$ cat src/rtl/ccu_send_pack_fsm.sv
// CTRL link packet transmitter: SYNC, id LB/HB, length LB/HB, type, then optional payload bytes.
// First byte one cycle after start; byte and enable hold while ctrl_send_ready is low.
module ccu_send_pack_fsm #(
  parameter logic [7:0] SYNC_BYTE  = 8'h5A,
  parameter int         PAYLOAD_EN = 1
) (
  input  logic        clk,
  input  logic        resetn,
  input  logic        send_start,
  input  logic [15:0] pack_id,
  input  logic [7:0]  pack_type,
  input  logic [15:0] pack_length,
  input  logic [7:0]  payload_data,
  input  logic        payload_valid,
  output logic        payload_ready,
  output logic [7:0]  ctrl_send_data,
  output logic        ctrl_send_en,
  input  logic        ctrl_send_ready,
  output logic        busy,
  output logic        int_send_start,
  output logic        int_send_finish
);

  typedef enum logic [3:0] {
    S_IDLE    = 4'd0,
    S_SYNC    = 4'd1,
    S_ID_LB   = 4'd2,
    S_ID_HB   = 4'd3,
    S_LEN_LB  = 4'd4,
    S_LEN_HB  = 4'd5,
    S_TYPE    = 4'd6,
    S_PAYLOAD = 4'd7,
    S_FINISH  = 4'd8
  } state_t;

  typedef struct packed {
    logic [15:0] id;
    logic [15:0] length;
    logic [7:0]  ptype;
  } hdr_t;

  state_t      state;
  hdr_t        hdr;
  logic [15:0] pay_cnt;
  logic        beat;
  logic        pay_load;

  assign beat = ctrl_send_en && ctrl_send_ready;

  // The output register can take a new byte when empty or draining this cycle.
  assign payload_ready = (state == S_PAYLOAD) && (pay_cnt != 16'd0) &&
                         (!ctrl_send_en || ctrl_send_ready);
  assign pay_load      = payload_valid && payload_ready;

  always_ff @(posedge clk or negedge resetn) begin
    if (!resetn) begin
      state           <= S_IDLE;
      hdr             <= '0;
      pay_cnt         <= 16'd0;
      ctrl_send_data  <= 8'd0;
      ctrl_send_en    <= 1'b0;
      busy            <= 1'b0;
      int_send_start  <= 1'b0;
      int_send_finish <= 1'b0;
    end else begin
      int_send_start  <= 1'b0;
      int_send_finish <= 1'b0;
      case (state)
        S_IDLE: begin
          if (send_start) begin
            hdr.id         <= pack_id;
            hdr.length     <= pack_length;
            hdr.ptype      <= pack_type;
            int_send_start <= 1'b1;
            busy           <= 1'b1;
            ctrl_send_en   <= 1'b1;
            ctrl_send_data <= SYNC_BYTE;
            state          <= S_SYNC;
          end
        end
        S_SYNC: begin
          if (beat) begin
            ctrl_send_data <= hdr.id[7:0];
            state          <= S_ID_LB;
          end
        end
        S_ID_LB: begin
          if (beat) begin
            ctrl_send_data <= hdr.id[15:8];
            state          <= S_ID_HB;
          end
        end
        S_ID_HB: begin
          if (beat) begin
            ctrl_send_data <= hdr.length[7:0];
            state          <= S_LEN_LB;
          end
        end
        S_LEN_LB: begin
          if (beat) begin
            ctrl_send_data <= hdr.length[15:8];
            state          <= S_LEN_HB;
          end
        end
        S_LEN_HB: begin
          if (beat) begin
            ctrl_send_data <= hdr.ptype;
            state          <= S_TYPE;
          end
        end
        S_TYPE: begin
          if (beat) begin
            ctrl_send_en <= 1'b0;
            if ((PAYLOAD_EN != 0) && (hdr.length != 16'd0)) begin
              pay_cnt <= hdr.length;
              state   <= S_PAYLOAD;
            end else begin
              int_send_finish <= 1'b1;
              state           <= S_FINISH;
            end
          end
        end
        S_PAYLOAD: begin
          if (pay_load) begin
            ctrl_send_data <= payload_data;
            ctrl_send_en   <= 1'b1;
            pay_cnt        <= pay_cnt - 16'd1;
          end else if (beat) begin
            ctrl_send_en <= 1'b0;
            // Counter already at zero means that beat carried the last byte.
            if (pay_cnt == 16'd0) begin
              int_send_finish <= 1'b1;
              state           <= S_FINISH;
            end
          end
        end
        S_FINISH: begin
          busy         <= 1'b0;
          ctrl_send_en <= 1'b0;
          state        <= S_IDLE;
        end
        default: begin
          state           <= S_IDLE;
          hdr             <= '0;
          pay_cnt         <= 16'd0;
          ctrl_send_data  <= 8'd0;
          ctrl_send_en    <= 1'b0;
          busy            <= 1'b0;
          int_send_start  <= 1'b0;
          int_send_finish <= 1'b0;
        end
      endcase
    end
  end

endmodule

$ cat config.mk
export PLATFORM = sky130hd
export DESIGN_NAME = ccu_send_pack_fsm
export DESIGN_NICKNAME = d
export VERILOG_FILES = /design/src/rtl/ccu_send_pack_fsm.sv
export SDC_FILE = /design/constraint.sdc
export NUM_CORES = 1
export LEC_CHECK = 0
export ABC_AREA = 1
export BUFFER_PORTS_ARGS = -buffer_cell sky130_fd_sc_hd__clkbuf_2
export CORE_AREA = 3 3 86 88
export DETAILED_ROUTE_END_ITERATION = 12
export DIE_AREA = 0 0 89 91
export MAX_ROUTING_LAYER = met4
export PLACE_DENSITY_LB_ADDON = 0.3
export SLEW_MARGIN = 20
export SYNTH_ARGS = -nofsm -noshare
export SYNTH_HDL_FRONTEND = slang
export SYNTH_SLANG_ARGS = --single-unit
$ cat constraint.sdc
create_clock -name clk -period 2.5 [get_ports clk]
set_input_delay 0.125 -clock clk [delete_from_list [all_inputs] [get_ports clk]]
set_output_delay 0.125 -clock clk [all_outputs]
set_load 0.1 [all_outputs]
## After elaboration in Yosys (flattened, before gate mapping)

Index checks and enable logic that the tools add are counted.

| operators by class | value |
|---|---|
| order comparisons | 0 |
| multipliers | 0 |
| multiplexer cells | 39 |
| reduce and logical (&&, ||, !) cells | 21 |
| equal/unequal tests | 20 |
| divide/modulo/power cells | 0 |
| shift-type cells | 0 |
| bitwise gates (word level) | 5 |
| add/sub/neg operators | 1 |

Operator list:

| cell | count |
|---|---|
| 40-bit one-hot mux with 2 select lines | 1 |
| 8-bit one-hot mux with 8 select lines | 1 |
| 8-bit two-way mux | 7 |
| 16-bit two-way mux | 3 |
| 16-bit one-hot mux with 3 select lines | 1 |
| 4-bit two-way mux | 11 |
| 40-bit two-way mux | 1 |
| 4-bit one-hot mux with 8 select lines | 1 |
| 16-bit nonzero test | 2 |
| 2-bit != test, second input constant | 11 |
| 4-bit by 3-bit equality test with 1-bit output, second input constant | 4 |
| 16-bit zero test | 1 |
| 16-bit by 1-bit subtractor with 16-bit output, second input constant | 1 |
| 7-bit OR reduction | 2 |
| 1-bit two-way mux | 10 |
| 10-bit AND reduction | 1 |
| 4-bit by 2-bit equality test with 1-bit output, second input constant | 2 |
| 8-bit AND reduction | 1 |
| 8-bit OR reduction | 1 |
| 2-bit AND reduction | 3 |
| 1-bit NOT | 5 |
| 5-bit OR reduction | 1 |
| 4-bit by 1-bit equality test with 1-bit output, second input constant | 1 |
| 4-bit equality test, second input constant | 1 |
| other kinds (9) | 13 |

| word-level totals | value |
|---|---|
| memory bits (writable) | 0 |
| register bits | 72 |
| output and inout bits | 13 |
| memories | 0 |
| ROM bits | 0 |
| bits in latches | 0 |
| logic and storage cells | 96 |
| input bits | 53 |

## Depth between registers and ports, before layout

| depth | value |
|---|---|
| word-level depth | 6 |
| mapped depth | 11 |
| gate-level depth less buffers | 10 |

## Worst setup path after synthesis

Ideal clock, no wire load.

| timing | value |
|---|---|
| path type | reg-to-output |
| from | reg ctrl_send_en |
| to | out payload_ready |
| slack | 0.140 ns |
| cell stages (with the launch flop) | 4 |
| data arrival time | 2.235 ns |
| required time | 2.375 ns |
| cell sequence | dfrtp_1 inv_1 nor2_1 nor2_1 |

| on the way | value |
|---|---|
| longest elaborated chain between the ends | 3 |

Ends and longest elaborated chain:

| element | RTL line | RTL |
|---|---|---|
| from (decl) | 17 | `output logic ctrl_send_en,` |
| from (signal assigned) | 61 | `ctrl_send_en <= 1'b0;` |
| from (signal assigned) | 76 | `ctrl_send_en <= 1'b1;` |
| from (signal assigned) | 113 | `ctrl_send_en <= 1'b0;` |
| 1-bit zero test | 52 | `(!ctrl_send_en \|\| ctrl_send_ready);` |
| 1-bit logical OR | 52 |  |
| 1-bit logical AND | 51 | `assign payload_ready = (state == S_PAYLOAD) && (pay_cnt != 16'd0) &&` |
| to (decl) | 15 | `output logic payload_ready,` |

No other way between the ends.

## Worst setup path in the final report

| timing | value |
|---|---|
| from | reg state[3] |
| to | out payload_ready |

| on the way | value |
|---|---|
| longest elaborated chain between the ends | 3 |

Ends and longest elaborated chain:

| element | RTL line | RTL |
|---|---|---|
| from (decl) | 42 | `state_t state;` |
| from (signal assigned) | 57 | `state <= S_IDLE;` |
| from (signal assigned) | 78 | `state <= S_SYNC;` |
| from (signal assigned) | 84 | `state <= S_ID_LB;` |
| 4-bit by 3-bit equality test with 1-bit output | 51 |  |
| 1-bit logical AND (2 in a row) | 51 |  |

No other way between the ends.

==> results by group <==
Floorplanning
  – Die width: a little under 90 µm
  – Io pins: 66
  – FP Rows: 30
  – Die ar.: between 8000 and 9000 µm²
  – CORE AREA: 6720 µm²
  – Starting density of the core: around three fifths
  – Die span in y: 91 µm

Timing
  – Fin Clk Skew: roughly 0.0097 ns
  – RSZ-0062 raised after global routing: no
  – Worst-Margin Slew: 0.544 ns
  – Period minus WS final: around 2.3 ns
  – Setup_tns: 0 ns
  – Slew Viols, Final: 0
  – Hold slack final: about 0.011 ns
  – Period utilization: 90.5%
  – Fmax: roughly 0.44 GHz
  – Final setup viols: 0
  – Final hold violations: 0
  – Slew HR: between 60% and 70%
  – Setup WS post-layout: approximately 0.24 ns

Critical path
  – Worst-path fanout max: 16
  – R2r setup slk: approximately 0.47 ns
  – CP Launch Type: flip-flop
  – CP Class: reg2out
  – CP endpoint kind: output port
  – WP data required: around 2.4 ns
  – WP data arrival: 2.14 ns

Hold path
  – Hold Path Class: in2reg

Cells and area
  – Final std cells w/o fill: 725
  – Final instance area: around 4600 µm²
  – FILL cells: between 500 and 600
  – Share of post-route cells with drive strength above 1: about 16%
  – # diodes: 0
  – Final nets: roughly 700
  – Layout area overhead: 13.8%
  – Multi-input logic area: approximately 1900 µm²
  – Register Area: around 1800 µm²

Place
  – Dpl hpwl: ~7900 µm
  – DP Area: roughly 4400 µm²
  – Placer congestion estimate: about 0.95
  – Placed cells: ~700
  – Port-buffer cells: 65
  – Worst slack, placed: between 0.5 and 0.6 ns

Outcome
  – Status: completed

Global routing
  – Aggregate global-route resource usage: between 20% and 30%
  – Grt ovf: 0
  – First-pass GRT wire length: around 18000 µm
  – Largest net degree at the start of global routing: 65
  – Vias in the first global route: approximately 3900
  – Initial antenna violation count: 0

Clocking
  – CTS Buf Count: 9
  – Cts repair resizes: 0
  – Deepest clock path buffer count: 2
  – H-tree depth: 3
  – Hold_buf cts: 1
  – Clock sinks: approximately 70
  – CTS tree: yes
  – Clk root buf: clkbuf_8
  – Clk_lat worst skew: about 0.35 ns
  – Clock-pin slew on the worst setup and hold paths: ~0.08 ns
  – Post-CTS Setup Inserts: 0

Power and ir drop
  – Peak supply drop: between 300 and 400 µV
  – Comb pwr share: approximately 3.3%
  – Cell Int Power: ~0.0017 W
  – Sequential share of power: 54.8%
  – Sw frac: between 20% and 30%
  – Static leakage power: about 2.6 nW
  – Psw: 0.000472 W
  – PwrDens: about 460 nW/µm²
  – Clk pwr share: 42.0%

Logic synthesis
  – Net Count, Synth: roughly 630
  – Synth Cell Area: ~4100 µm²
  – Seq cells post-synth: 72
  – Syn_area_per_cell: 7.06 µm²
  – Cells after Synth: 576
  – Register area share after synthesis: 44.3%
  – Synth warnings: 0
  – Library cells used by synthesis: 30

Drt
  – 1st-iter DRT viols: a little over 300
  – DR WL/cell: 14.6 µm
  – Post-DRT Antenna Nets: 0
  – Vias: ~4000
  – Routed Wire Length: around 11000 µm
  – 1st-pass router iterations: 6
  – Drc violations: 0
  – DR vias/cell: 5.55

Run
  – MaxCap Viol Count: 0
-- state kept, by name, indices dropped and copies added (netlist names) --
signal           flops
busy                 1
ctrl_send_data       8
ctrl_send_en         1
hdr                 40
int_send_finish      1
int_send_start       1
pay_cnt             16
state                4
-- layer usage --
layer / up-vias / global-route usage (%) / wire [µm]
li1: 1974 / - / -
met1: 1868 / 38.4 / 4530
met2: 147 / 44.7 / 5130
met3: 34 / 4.08 / 578
met4: 0 / 13.3 / 373
met5: - / - / 0
-- path summary, 6_finish.rpt --
path	startpoint	to	depth (start not counted)
max	state[3]	payload_ready	7
min	pack_id[14]	hdr[38]	3
min reg2reg	ctrl_send_data[6]	ctrl_send_data[6]	2
min in group asynchronous	resetn	int_send_finish	3
max reg2reg	state[1]	hdr[15]	8
max in group asynchronous	resetn	hdr[25]	3
-- logic make-up (layout without fill, tap and decap cells) --
group | after synthesis | count (layout) | share of synthesized area (%)
AND/OR/NAND/NOR | 335 | 335 | 35.5
buffers and inverters | 87 | 156 | 8.96
flip-flops | 72 | 72 | 44.3
AO/OA/AOI/OAI | 79 | 79 | 10.4
XOR/XNOR | 1 | 1 | 0.215
adder cells (fa/ha/maj) | 2 | 2 | 0.615
-- area by class of cell --
class                   instances  share of cell area (%)
flip-flops and latches         72                    39.0
clock inverters                 3                   0.947
inverters                      69                    5.71
repair buffers                 72                    8.23
well taps                      80                    2.16
multi-input cells             417                    41.1
clock buffers                  12                    2.92
-- synthesized netlist by cell type (all sizes together) --
cell,instances,area [µm²]
nand4,5,37.5
nand2,175,674
inv,69,264
o22ai,4,25.0
o21bai,3,22.5
nor2,63,259
ha,2,25.0
a21oi,8,40.0
o21ai,63,330
nor3,6,35.0
buf,18,100
dfrtp,72,1800
xnor2,1,8.76
nand3,86,435
a31oi,1,6.26
-- power by group through the flow --
stage                      logic (W)  registers, W  clock network [W]
final                      0.0000693       0.00116           0.000892
after global routing       0.0000794       0.00116           0.000948
after CTS                  0.0000713       0.00116           0.000902
after detailed placement   0.0000699       0.00119                  0
after global placement     0.0000688       0.00119                  0
after floorplan           0.00000118       0.00119                  0
-- through the flow --
step | utilization [%] | power, W
finish | 68.8 | 0.00212
global route | 68.8 | 0.00219
CTS | 68.8 | 0.00214
detailed placement | 66.0 | 0.00126
global placement | 66.0 | 0.00126
floorplan | - | 0.00119
-- worst max-delay path, cell delays in order, from the launching register on --
cell      delay (ns)
dfrtp_1         0.51
inv_2           0.15
nand2_1         0.10
nor2_4          0.12
buf_4           0.23
nand2_1         0.11
nor2_1          0.11
clkbuf_2        0.46
-- placed cells by master (no fill, tap or decap), types with 5 or more instances in the layout --
cell	Yosys	layout
o21ai_1	17	17
nand3_1	85	85
inv_2	6	6
dfrtp_1	72	72
nand2_1	172	172
clkbuf_8	0	9
nor3_1	5	5
nor2_1	58	58
clkbuf_2	0	64
o21ai_0	44	44
inv_1	61	61
buf_4	3	6
a21oi_1	8	8
Note: power is estimated with default switching activity, not from simulation.
